--- src/rtl/vx_tex_arbiter_pkg.sv ---
// Shared widths and the request payload type for the texture-unit arbiter.
// Optional perf counters are enabled by defining TEX_ARB_PERF_EN.
package vx_tex_arbiter_pkg;

    localparam int NUM_REQS      = 4;
    localparam int NUM_LANES     = 4;
    localparam int TAG_WIDTH     = 8;
    localparam int MAX_PENDING   = 8;
    localparam int LOD_BITS      = 4;
    localparam int STAGE_BITS    = 2;
    localparam int PERF_CTR_BITS = 16;

    localparam int IDX_W     = (NUM_REQS > 1) ? $clog2(NUM_REQS) : 1;
    localparam int OUT_TAG_W = TAG_WIDTH + IDX_W;
    localparam int CNT_W     = $clog2(MAX_PENDING + 1);

    typedef struct packed {
        logic [NUM_LANES-1:0]                mask;
        logic [1:0][NUM_LANES-1:0][31:0]     coords;
        logic [NUM_LANES-1:0][LOD_BITS-1:0]  lod;
        logic [STAGE_BITS-1:0]               stage;
        logic [OUT_TAG_W-1:0]                tag;
    } tex_req_t;

endpackage

--- src/rtl/vx_tex_arbiter_if.sv ---
// Texture request/response bus with N ports; rsp_texels and rsp_tag are broadcast.
// master issues requests and consumes responses, slave is the serving side.
interface vx_tex_arbiter_if #(
    parameter int N     = 1,
    parameter int TAG_W = 8
) ();
    import vx_tex_arbiter_pkg::*;

    logic [N-1:0]                                req_valid;
    logic [N-1:0][NUM_LANES-1:0]                 req_mask;
    logic [N-1:0][1:0][NUM_LANES-1:0][31:0]      req_coords;
    logic [N-1:0][NUM_LANES-1:0][LOD_BITS-1:0]   req_lod;
    logic [N-1:0][STAGE_BITS-1:0]                req_stage;
    logic [N-1:0][TAG_W-1:0]                     req_tag;
    logic [N-1:0]                                req_ready;

    logic [N-1:0]                                rsp_valid;
    logic [NUM_LANES-1:0][31:0]                  rsp_texels;
    logic [TAG_W-1:0]                            rsp_tag;
    logic [N-1:0]                                rsp_ready;

    modport master (
        output req_valid, req_mask, req_coords, req_lod, req_stage, req_tag, rsp_ready,
        input  req_ready, rsp_valid, rsp_texels, rsp_tag
    );

    modport slave (
        input  req_valid, req_mask, req_coords, req_lod, req_stage, req_tag, rsp_ready,
        output req_ready, rsp_valid, rsp_texels, rsp_tag
    );

endinterface

--- src/rtl/vx_tex_arb_credit.sv ---
// Per-requester outstanding-request counter; a requester is eligible only
// while it holds fewer than MAX_PENDING requests in flight.
module vx_tex_arb_credit
    import vx_tex_arbiter_pkg::*;
(
    input  logic clk,
    input  logic reset,
    input  logic req_valid,
    input  logic req_fire,
    input  logic rsp_fire,
    output logic eligible
);

    logic [CNT_W-1:0] cnt_q, cnt_d;

    // NOTE: every always_comb output gets its default first so no latch is inferred.
    always_comb begin
        cnt_d = cnt_q;
        if (req_fire && !rsp_fire) begin
            cnt_d = cnt_q + CNT_W'(1);
        end else if (rsp_fire && !req_fire) begin
            cnt_d = cnt_q - CNT_W'(1);
        end
    end

    // NOTE: state flops use non-blocking assignment; reset is sampled on the clock edge.
    always_ff @(posedge clk) begin
        if (!reset) begin
            cnt_q <= '0;
        end else begin
            cnt_q <= cnt_d;
        end
    end

    assign eligible = req_valid && (cnt_q < CNT_W'(MAX_PENDING));

    a_no_overflow : assert property (@(posedge clk) disable iff (!reset)
        !(req_fire && !rsp_fire && (cnt_q == CNT_W'(MAX_PENDING))));

    a_no_underflow : assert property (@(posedge clk) disable iff (!reset)
        !(rsp_fire && !req_fire && (cnt_q == '0)));

endmodule

--- src/rtl/vx_tex_arbiter.sv ---
// Round-robin share of one texture unit among NUM_REQS requesters, with per-requester
// credit limits and tag-indexed response routing. Define TEX_ARB_PERF_EN for perf counters.
module vx_tex_arbiter
    import vx_tex_arbiter_pkg::*;
(
    input  logic             clk,
    input  logic             reset,
    vx_tex_arbiter_if.slave  req_if,
    vx_tex_arbiter_if.master tex_if
`ifdef TEX_ARB_PERF_EN
    ,
    output logic [NUM_REQS-1:0][PERF_CTR_BITS-1:0] perf_stall_cycles,
    output logic [PERF_CTR_BITS-1:0]               perf_credit_stalls
`endif
);

    logic [NUM_REQS-1:0] eligible, req_fire_vec, rsp_fire_vec, rsp_valid_vec;
    logic [IDX_W-1:0]    last_grant_q, last_grant_d, grant_idx, cand, rsp_idx;
    logic                grant_valid, buf_in_ready, in_fire, rsp_idx_ok, tex_rsp_ready;
    tex_req_t            in_data, out_data_q, out_data_d, skid_data_q, skid_data_d;
    logic                out_valid_q, out_valid_d, skid_valid_q, skid_valid_d;

    for (genvar i = 0; i < NUM_REQS; i++) begin : g_credit
        vx_tex_arb_credit u_credit (
            .clk      (clk),
            .reset    (reset),
            .req_valid(req_if.req_valid[i]),
            .req_fire (req_fire_vec[i]),
            .rsp_fire (rsp_fire_vec[i]),
            .eligible (eligible[i])
        );
    end

    // Scan from the requester after the last accepted grant.
    always_comb begin
        grant_valid = 1'b0;
        grant_idx   = '0;
        cand        = '0;
        for (int k = 0; k < NUM_REQS; k++) begin
            cand = IDX_W'((int'(last_grant_q) + 1 + k) % NUM_REQS);
            if (!grant_valid && eligible[cand]) begin
                grant_valid = 1'b1;
                grant_idx   = cand;
            end
        end
    end

    // The skid slot being free is the only space condition, so req_ready never
    // depends combinationally on tex_req_ready.
    assign buf_in_ready = reset && !skid_valid_q;

    always_comb begin
        req_fire_vec = '0;
        if (grant_valid && buf_in_ready) begin
            req_fire_vec[grant_idx] = 1'b1;
        end
    end

    assign req_if.req_ready = req_fire_vec;
    assign in_fire          = |req_fire_vec;
    assign last_grant_d     = in_fire ? grant_idx : last_grant_q;

    always_comb begin
        in_data.mask   = req_if.req_mask[grant_idx];
        in_data.coords = req_if.req_coords[grant_idx];
        in_data.lod    = req_if.req_lod[grant_idx];
        in_data.stage  = req_if.req_stage[grant_idx];
        in_data.tag    = {req_if.req_tag[grant_idx], grant_idx};
    end

    // Two-entry elastic buffer: registered output slot plus a skid slot.
    always_comb begin
        out_valid_d  = out_valid_q;
        out_data_d   = out_data_q;
        skid_valid_d = skid_valid_q;
        skid_data_d  = skid_data_q;
        if (tex_if.req_ready[0] || !out_valid_q) begin
            if (skid_valid_q) begin
                out_valid_d  = 1'b1;
                out_data_d   = skid_data_q;
                skid_valid_d = 1'b0;
            end else begin
                out_valid_d = in_fire;
                out_data_d  = in_data;
            end
        end else if (in_fire) begin
            skid_valid_d = 1'b1;
            skid_data_d  = in_data;
        end
    end

    always_ff @(posedge clk) begin
        if (!reset) begin
            last_grant_q <= IDX_W'(NUM_REQS - 1);
            out_valid_q  <= 1'b0;
            skid_valid_q <= 1'b0;
        end else begin
            last_grant_q <= last_grant_d;
            out_valid_q  <= out_valid_d;
            skid_valid_q <= skid_valid_d;
        end
    end

    // NOTE: payload flops carry no reset; the valid bits alone qualify them.
    always_ff @(posedge clk) begin
        out_data_q  <= out_data_d;
        skid_data_q <= skid_data_d;
    end

    assign tex_if.req_valid[0]  = out_valid_q;
    assign tex_if.req_mask[0]   = out_data_q.mask;
    assign tex_if.req_coords[0] = out_data_q.coords;
    assign tex_if.req_lod[0]    = out_data_q.lod;
    assign tex_if.req_stage[0]  = out_data_q.stage;
    assign tex_if.req_tag[0]    = out_data_q.tag;

    assign rsp_idx    = tex_if.rsp_tag[IDX_W-1:0];
    assign rsp_idx_ok = int'(rsp_idx) < NUM_REQS;

    always_comb begin
        rsp_valid_vec = '0;
        tex_rsp_ready = 1'b0;
        if (reset && rsp_idx_ok) begin
            rsp_valid_vec[rsp_idx] = tex_if.rsp_valid[0];
            tex_rsp_ready          = req_if.rsp_ready[rsp_idx];
        end
    end

    assign req_if.rsp_valid  = rsp_valid_vec;
    assign req_if.rsp_texels = tex_if.rsp_texels;
    assign req_if.rsp_tag    = tex_if.rsp_tag[OUT_TAG_W-1:IDX_W];
    assign tex_if.rsp_ready  = tex_rsp_ready;
    assign rsp_fire_vec      = rsp_valid_vec & req_if.rsp_ready;

    a_rsp_idx_legal : assert property (@(posedge clk) disable iff (!reset)
        tex_if.rsp_valid[0] |-> rsp_idx_ok);

`ifdef TEX_ARB_PERF_EN
    logic [NUM_REQS-1:0][PERF_CTR_BITS-1:0] stall_cnt_q, stall_cnt_d;
    logic [PERF_CTR_BITS-1:0]               credit_cnt_q, credit_cnt_d;

    // A valid requester that is not eligible is blocked purely by its credit limit.
    always_comb begin
        stall_cnt_d  = stall_cnt_q;
        credit_cnt_d = credit_cnt_q;
        for (int i = 0; i < NUM_REQS; i++) begin
            if (req_if.req_valid[i] && !req_fire_vec[i]) begin
                stall_cnt_d[i] = stall_cnt_q[i] + PERF_CTR_BITS'(1);
            end
        end
        if (|(req_if.req_valid & ~eligible)) begin
            credit_cnt_d = credit_cnt_q + PERF_CTR_BITS'(1);
        end
    end

    always_ff @(posedge clk) begin
        if (!reset) begin
            stall_cnt_q  <= '0;
            credit_cnt_q <= '0;
        end else begin
            stall_cnt_q  <= stall_cnt_d;
            credit_cnt_q <= credit_cnt_d;
        end
    end

    assign perf_stall_cycles  = stall_cnt_q;
    assign perf_credit_stalls = credit_cnt_q;
`endif

endmodule

--- src/flat_wrapper.sv ---
// flat-port wrapper written by rule: the top's interface ports become plain ports
module vx_tex_arbiter_flat import vx_tex_arbiter_pkg::*;
  (clk, reset, req_if_req_valid, req_if_req_mask, req_if_req_coords, req_if_req_lod, req_if_req_stage, req_if_req_tag, req_if_rsp_ready, req_if_req_ready, req_if_rsp_valid, req_if_rsp_texels, req_if_rsp_tag, tex_if_req_valid, tex_if_req_mask, tex_if_req_coords, tex_if_req_lod, tex_if_req_stage, tex_if_req_tag, tex_if_rsp_ready, tex_if_req_ready, tex_if_rsp_valid, tex_if_rsp_texels, tex_if_rsp_tag);
  vx_tex_arbiter_if #(.N(NUM_REQS), .TAG_W(TAG_WIDTH)) req_if_i ();
  vx_tex_arbiter_if #(.N(1), .TAG_W(OUT_TAG_W)) tex_if_i ();
  input  logic clk;
  input  logic reset;
  input wire logic [$bits(req_if_i.req_valid)-1:0] req_if_req_valid;
  input wire logic [$bits(req_if_i.req_mask)-1:0] req_if_req_mask;
  input wire logic [$bits(req_if_i.req_coords)-1:0] req_if_req_coords;
  input wire logic [$bits(req_if_i.req_lod)-1:0] req_if_req_lod;
  input wire logic [$bits(req_if_i.req_stage)-1:0] req_if_req_stage;
  input wire logic [$bits(req_if_i.req_tag)-1:0] req_if_req_tag;
  input wire logic [$bits(req_if_i.rsp_ready)-1:0] req_if_rsp_ready;
  output wire logic [$bits(req_if_i.req_ready)-1:0] req_if_req_ready;
  output wire logic [$bits(req_if_i.rsp_valid)-1:0] req_if_rsp_valid;
  output wire logic [$bits(req_if_i.rsp_texels)-1:0] req_if_rsp_texels;
  output wire logic [$bits(req_if_i.rsp_tag)-1:0] req_if_rsp_tag;
  output wire logic [$bits(tex_if_i.req_valid)-1:0] tex_if_req_valid;
  output wire logic [$bits(tex_if_i.req_mask)-1:0] tex_if_req_mask;
  output wire logic [$bits(tex_if_i.req_coords)-1:0] tex_if_req_coords;
  output wire logic [$bits(tex_if_i.req_lod)-1:0] tex_if_req_lod;
  output wire logic [$bits(tex_if_i.req_stage)-1:0] tex_if_req_stage;
  output wire logic [$bits(tex_if_i.req_tag)-1:0] tex_if_req_tag;
  output wire logic [$bits(tex_if_i.rsp_ready)-1:0] tex_if_rsp_ready;
  input wire logic [$bits(tex_if_i.req_ready)-1:0] tex_if_req_ready;
  input wire logic [$bits(tex_if_i.rsp_valid)-1:0] tex_if_rsp_valid;
  input wire logic [$bits(tex_if_i.rsp_texels)-1:0] tex_if_rsp_texels;
  input wire logic [$bits(tex_if_i.rsp_tag)-1:0] tex_if_rsp_tag;
  assign req_if_i.req_valid = req_if_req_valid;
  assign req_if_i.req_mask = req_if_req_mask;
  assign req_if_i.req_coords = req_if_req_coords;
  assign req_if_i.req_lod = req_if_req_lod;
  assign req_if_i.req_stage = req_if_req_stage;
  assign req_if_i.req_tag = req_if_req_tag;
  assign req_if_i.rsp_ready = req_if_rsp_ready;
  assign req_if_req_ready = req_if_i.req_ready;
  assign req_if_rsp_valid = req_if_i.rsp_valid;
  assign req_if_rsp_texels = req_if_i.rsp_texels;
  assign req_if_rsp_tag = req_if_i.rsp_tag;
  assign tex_if_req_valid = tex_if_i.req_valid;
  assign tex_if_req_mask = tex_if_i.req_mask;
  assign tex_if_req_coords = tex_if_i.req_coords;
  assign tex_if_req_lod = tex_if_i.req_lod;
  assign tex_if_req_stage = tex_if_i.req_stage;
  assign tex_if_req_tag = tex_if_i.req_tag;
  assign tex_if_rsp_ready = tex_if_i.rsp_ready;
  assign tex_if_i.req_ready = tex_if_req_ready;
  assign tex_if_i.rsp_valid = tex_if_rsp_valid;
  assign tex_if_i.rsp_texels = tex_if_rsp_texels;
  assign tex_if_i.rsp_tag = tex_if_rsp_tag;
  vx_tex_arbiter u_core (.clk(clk), .reset(reset), .req_if(req_if_i), .tex_if(tex_if_i));
endmodule
--- config.mk ---
export PLATFORM = sky130hd
export DESIGN_NAME = vx_tex_arbiter_flat
export DESIGN_NICKNAME = d
export VERILOG_FILES = /design/src/rtl/vx_tex_arbiter_pkg.sv /design/src/rtl/vx_tex_arbiter_if.sv /design/src/rtl/vx_tex_arb_credit.sv /design/src/rtl/vx_tex_arbiter.sv /design/src/flat_wrapper.sv
export SDC_FILE = /design/constraint.sdc
export NUM_CORES = 1
export LEC_CHECK = 0
export BUFFER_PORTS_ARGS = -buffer_cell sky130_fd_sc_hd__buf_4
export CAP_MARGIN = 20
export CORE_AREA = 2 2 674 676
export DETAILED_ROUTE_END_ITERATION = 7
export DIE_AREA = 0 0 676 678
export PLACE_DENSITY = 0.35
export SLEW_MARGIN = 20
export SYNTH_ARGS = -nofsm -noshare
export SYNTH_HDL_FRONTEND = slang
export SYNTH_SLANG_ARGS = --single-unit
--- constraint.sdc ---
create_clock -name clk -period 70.2 [get_ports clk]
set_input_delay 10.53 -clock clk [delete_from_list [all_inputs] [get_ports clk]]
set_output_delay 10.53 -clock clk [all_outputs]
set_load 0.01 [all_outputs]
==> impl_metrics.ini <==
[outcome]
outcome = finished with violations
violations = design-rule violations

[synth]
syn_inst = 2484
netlist_area_sq_mm = 0.03379
synth_flop_cell = edfxtp_1
ys_seq_area_share_pct = 52.37
ys_ff_latch = 596
mappedNetlistNets = 3794
synth-edff-count = 576
yosysTopAreaCell = edfxtp_1
syn-mean-instance-area_sq_um = 13.60
synth_cell_types = 39
synthArstFlopShare_pct = 0
synth_area_leaders = edfxtp_1 (51%), mux2i_1 (26%), a222oi_1 (8.5%)
synthDominantCellAreaShare_pct = 51.18
yosysWarnings = 0

[critical_path]
crit_top_cell = buf_4
worstPathArrival_ps = 12340
crit_required_ps = 59670
cp_top_family = compound AO/OA/AOI/OAI gates
cp_max_fo = 35
critical_path_class = input port to primary output
slowest_delay_ps = 600
worstPathCellList = buf_4 > nor3b_1 > a211oi_2 > o21a_4 > inv_1 > nor3_1 > buf_4
end_kind = primary output
critPathLaunchType = input port
crit_slowest_cell = o21a_4
critPathBufInv = 3

[cells_and_area]
layout.nets = 5066
synthToLayoutAreaGrowth_pct = 56.82
multi_input_area_sq_mm = 0.01241
register_area_sq_mm = 0.01770
drive_gt1_share_pct = 43.17
fillCellCount = 51530

[die]
fp.dieArea_sq_mm = 0.4583
die_x_um = 676
start_util_pct = 7.489
coreArea_sq_mm = 0.4512
die_y_um = 678
io_pins = 1728
num_rows = 247

[timing]
fin_crit_ps = 22870
relSlewSlack_pct = 21.63
rsz0062_at_grt = no
tightest_slew_ps = 1143
whs_ps = 518.6
finalSetupTns_ps = 0
hold_violations = 0
period_share_pct = 32.57
skew_ps = 59.74
fmax_mhz = 43.73
setup_violations = 0
drv_slew = 0

[global_routing]
grt_overflow = 0
antenna_found_initial = 80
grt_max_degree = 100
grt_pass1_vias = 28890
grt_first_pass_wirelength_um = 323300
grt_usage_pct = 10.92

[place]
gp_congestion = 0.8346
port_buffers = 1455
dp_hpwl_um = 224400

[clock_network]
cts.clk_slew.worst_paths_ps = 50
cts_buffers = 92
cts_max_level = 3
cts_tree = done
cts-hold-fix-buffers = 0
cts_buffer_depth = 4
cts_sinks = 596
clockRootBuffer = clkbuf_16
cts_setup_buffers = 0
clk_latency_ps = 830
cts_resized = 0

[route]
wl_per_cell_um = 26.77
drt_iter0_markers = 2557
via_count = 27850
wl_um = 263000
via_per_inst = 2.834
ant_nets = 0
post-route-drc-count = 9
first_pass_iters = 8

[power_and_ir_drop]
vdd_ir_drop_max_mv = 0.01499
p_per_area_mw_per_mm2 = 29.94
p_leak_uw = 0.02168

[run]
cap_violations = 0

[min_path]
worst_hold_path_type = flop to flop
==> Yosys cell counts, types with 2 or more instances <==
cell type / count
fa_1: 4
edfxtp_1: 576
a21o_1: 6
clkbuf_1: 47
nor2_2: 2
or3_1: 4
inv_1: 294
buf_8: 6
o21ai_0: 8
nand2_1: 11
a222oi_1: 286
and2_1: 9
nor2b_1: 7
clkbuf_4: 2
nor3b_1: 2
mux2i_1: 862
a21boi_0: 5
dfxtp_1: 20
buf_12: 22
a21oi_1: 5
buf_4: 163
o211ai_1: 3
nand2b_1: 4
nor2_1: 4
buf_6: 35
nor3_1: 6
xnor2_1: 12
buf_2: 57
ha_1: 12
==> report_power, final <==
group	leakage [uW]	internal [uW]	switching, uW
combinational	0.0146	227	387
clock	0.00139	266	191
sequential	0.00567	481	35.9
total	0.0217	973	614
==> cell type report <==
type | instances | area share (%)
antenna | 26 | 0.1228
clock buffer | 117 | 4.640
clock inverter | 45 | 0.7650
inverter | 294 | 2.097
multi-input combinational | 1262 | 23.42
sequential | 596 | 33.40
tap | 5976 | 14.11
timing repair buffer | 1510 | 21.44
==> flip-flops by register name, indices dropped and copies added (netlist names) <==
register and flops:
u_core.g_credit.u_credit.cnt_q 16, u_core.last_grant_q 2, u_core.skid_data_q 288, u_core.skid_valid_q 1, u_core.tex_if.req_coords 256, u_core.tex_if.req_lod 16
u_core.tex_if.req_mask 4, u_core.tex_if.req_stage 2, u_core.tex_if.req_tag 10, u_core.tex_if.req_valid 1
==> cells in the final DEF (no fill, tap or decap), types with 2 or more instances in the layout <==
cell type   netlist  routed
a21o_1            6       6
nand2b_1          4       3
buf_2            57       4
a222oi_1        286     286
clkinv_2          0      13
mux2i_1         862     861
ha_1             12      12
inv_6             0       3
fa_1              4       4
dfxtp_1          20      19
bufinv_16         0       5
nor3b_1           2       2
a21boi_0          5       5
o21ai_0           8       8
clkinvlp_4        0       6
or3_1             4       4
xnor2_1          12      12
and2_1            9       9
inv_4             0       3
clkinv_1          0      12
o211ai_1          3       3
buf_12           22       2
edfxtp_1        576     576
clkbuf_1         47      21
nand2_1          11      11
diode_2           0      26
clkbuf_8          0       2
buf_4           163    1502
nor2_1            4       3
clkbuf_16         0      94
nor2_4            0       3
nor2b_1           7       7
nand2b_4          1       2
a21oi_1           5       5
inv_1           294     293
nor3_1            6       6
==> worst reg2reg max path: stages, from the launching register on <==
cell and delay [ps]:
dfxtp_1 390, nand2b_1 200, o221a_1 220, o21a_4 560
buf_4 790, buf_4 660, buf_4 820, buf_4 930
buf_6 770, mux2i_1 670, a222oi_1 200
==> per-layer routing <==
layer	GRT usage (%)	share of wire [%]	up-vias
met4	2.977	2.5	26
met5	0	0.063	-
met3	6.250	13	297
met2	18.23	48	1302
li1	-	-	12220
met1	11.71	36	14010
==> logic make-up after synthesis <==
| logic type | synth area share (%) |
|---|---|
| buf+inv | 11.03 |
| xor+xnor | 0.3110 |
| flops | 52.37 |
| fa+ha+maj | 0.6813 |
| mux | 25.63 |
| compound gates | 9.094 |
| simple gates | 0.8774 |
==> path summary, 6_finish.rpt <==
path | startpoint | end | slack [ps] | depth (start not counted)
min | u_core.g_credit[2].u_credit.cnt_q[3]$_SDFFE_PN0P_ | u_core.g_credit[2].u_credit.cnt_q[3]$_SDFFE_PN0P_ | 520 | 2
max reg2reg | u_core.g_credit[1].u_credit.cnt_q[3]$_SDFFE_PN0P_ | u_core.tex_if.req_coords[180]$_DFFE_PP_ | 63670 | 10
min reg2reg | u_core.g_credit[2].u_credit.cnt_q[3]$_SDFFE_PN0P_ | u_core.g_credit[2].u_credit.cnt_q[3]$_SDFFE_PN0P_ | 520 | 2
max | req_if_req_valid[3] | req_if_req_ready[0] | 47330 | 7
==> metrics by stage <==
stage / power [uW] / instance area (sq um) / cells / worst slack, ps / utilization, %
after floorplan: 818.1 / 33790 / 2484 / 23540 / -
final: 1587 / 52990 / 9826 / 47330 / 11.74
after CTS: 1646 / 52920 / 9800 / 47320 / 11.73
after global placement: 1163 / 50010 / 9633 / 47310 / 11.08
after global routing: 1684 / 52940 / 9807 / 47140 / 11.73
after detailed placement: 1170 / 50060 / 9638 / 47340 / 11.09
No activity file was read; power rests on OpenSTA's default activity.
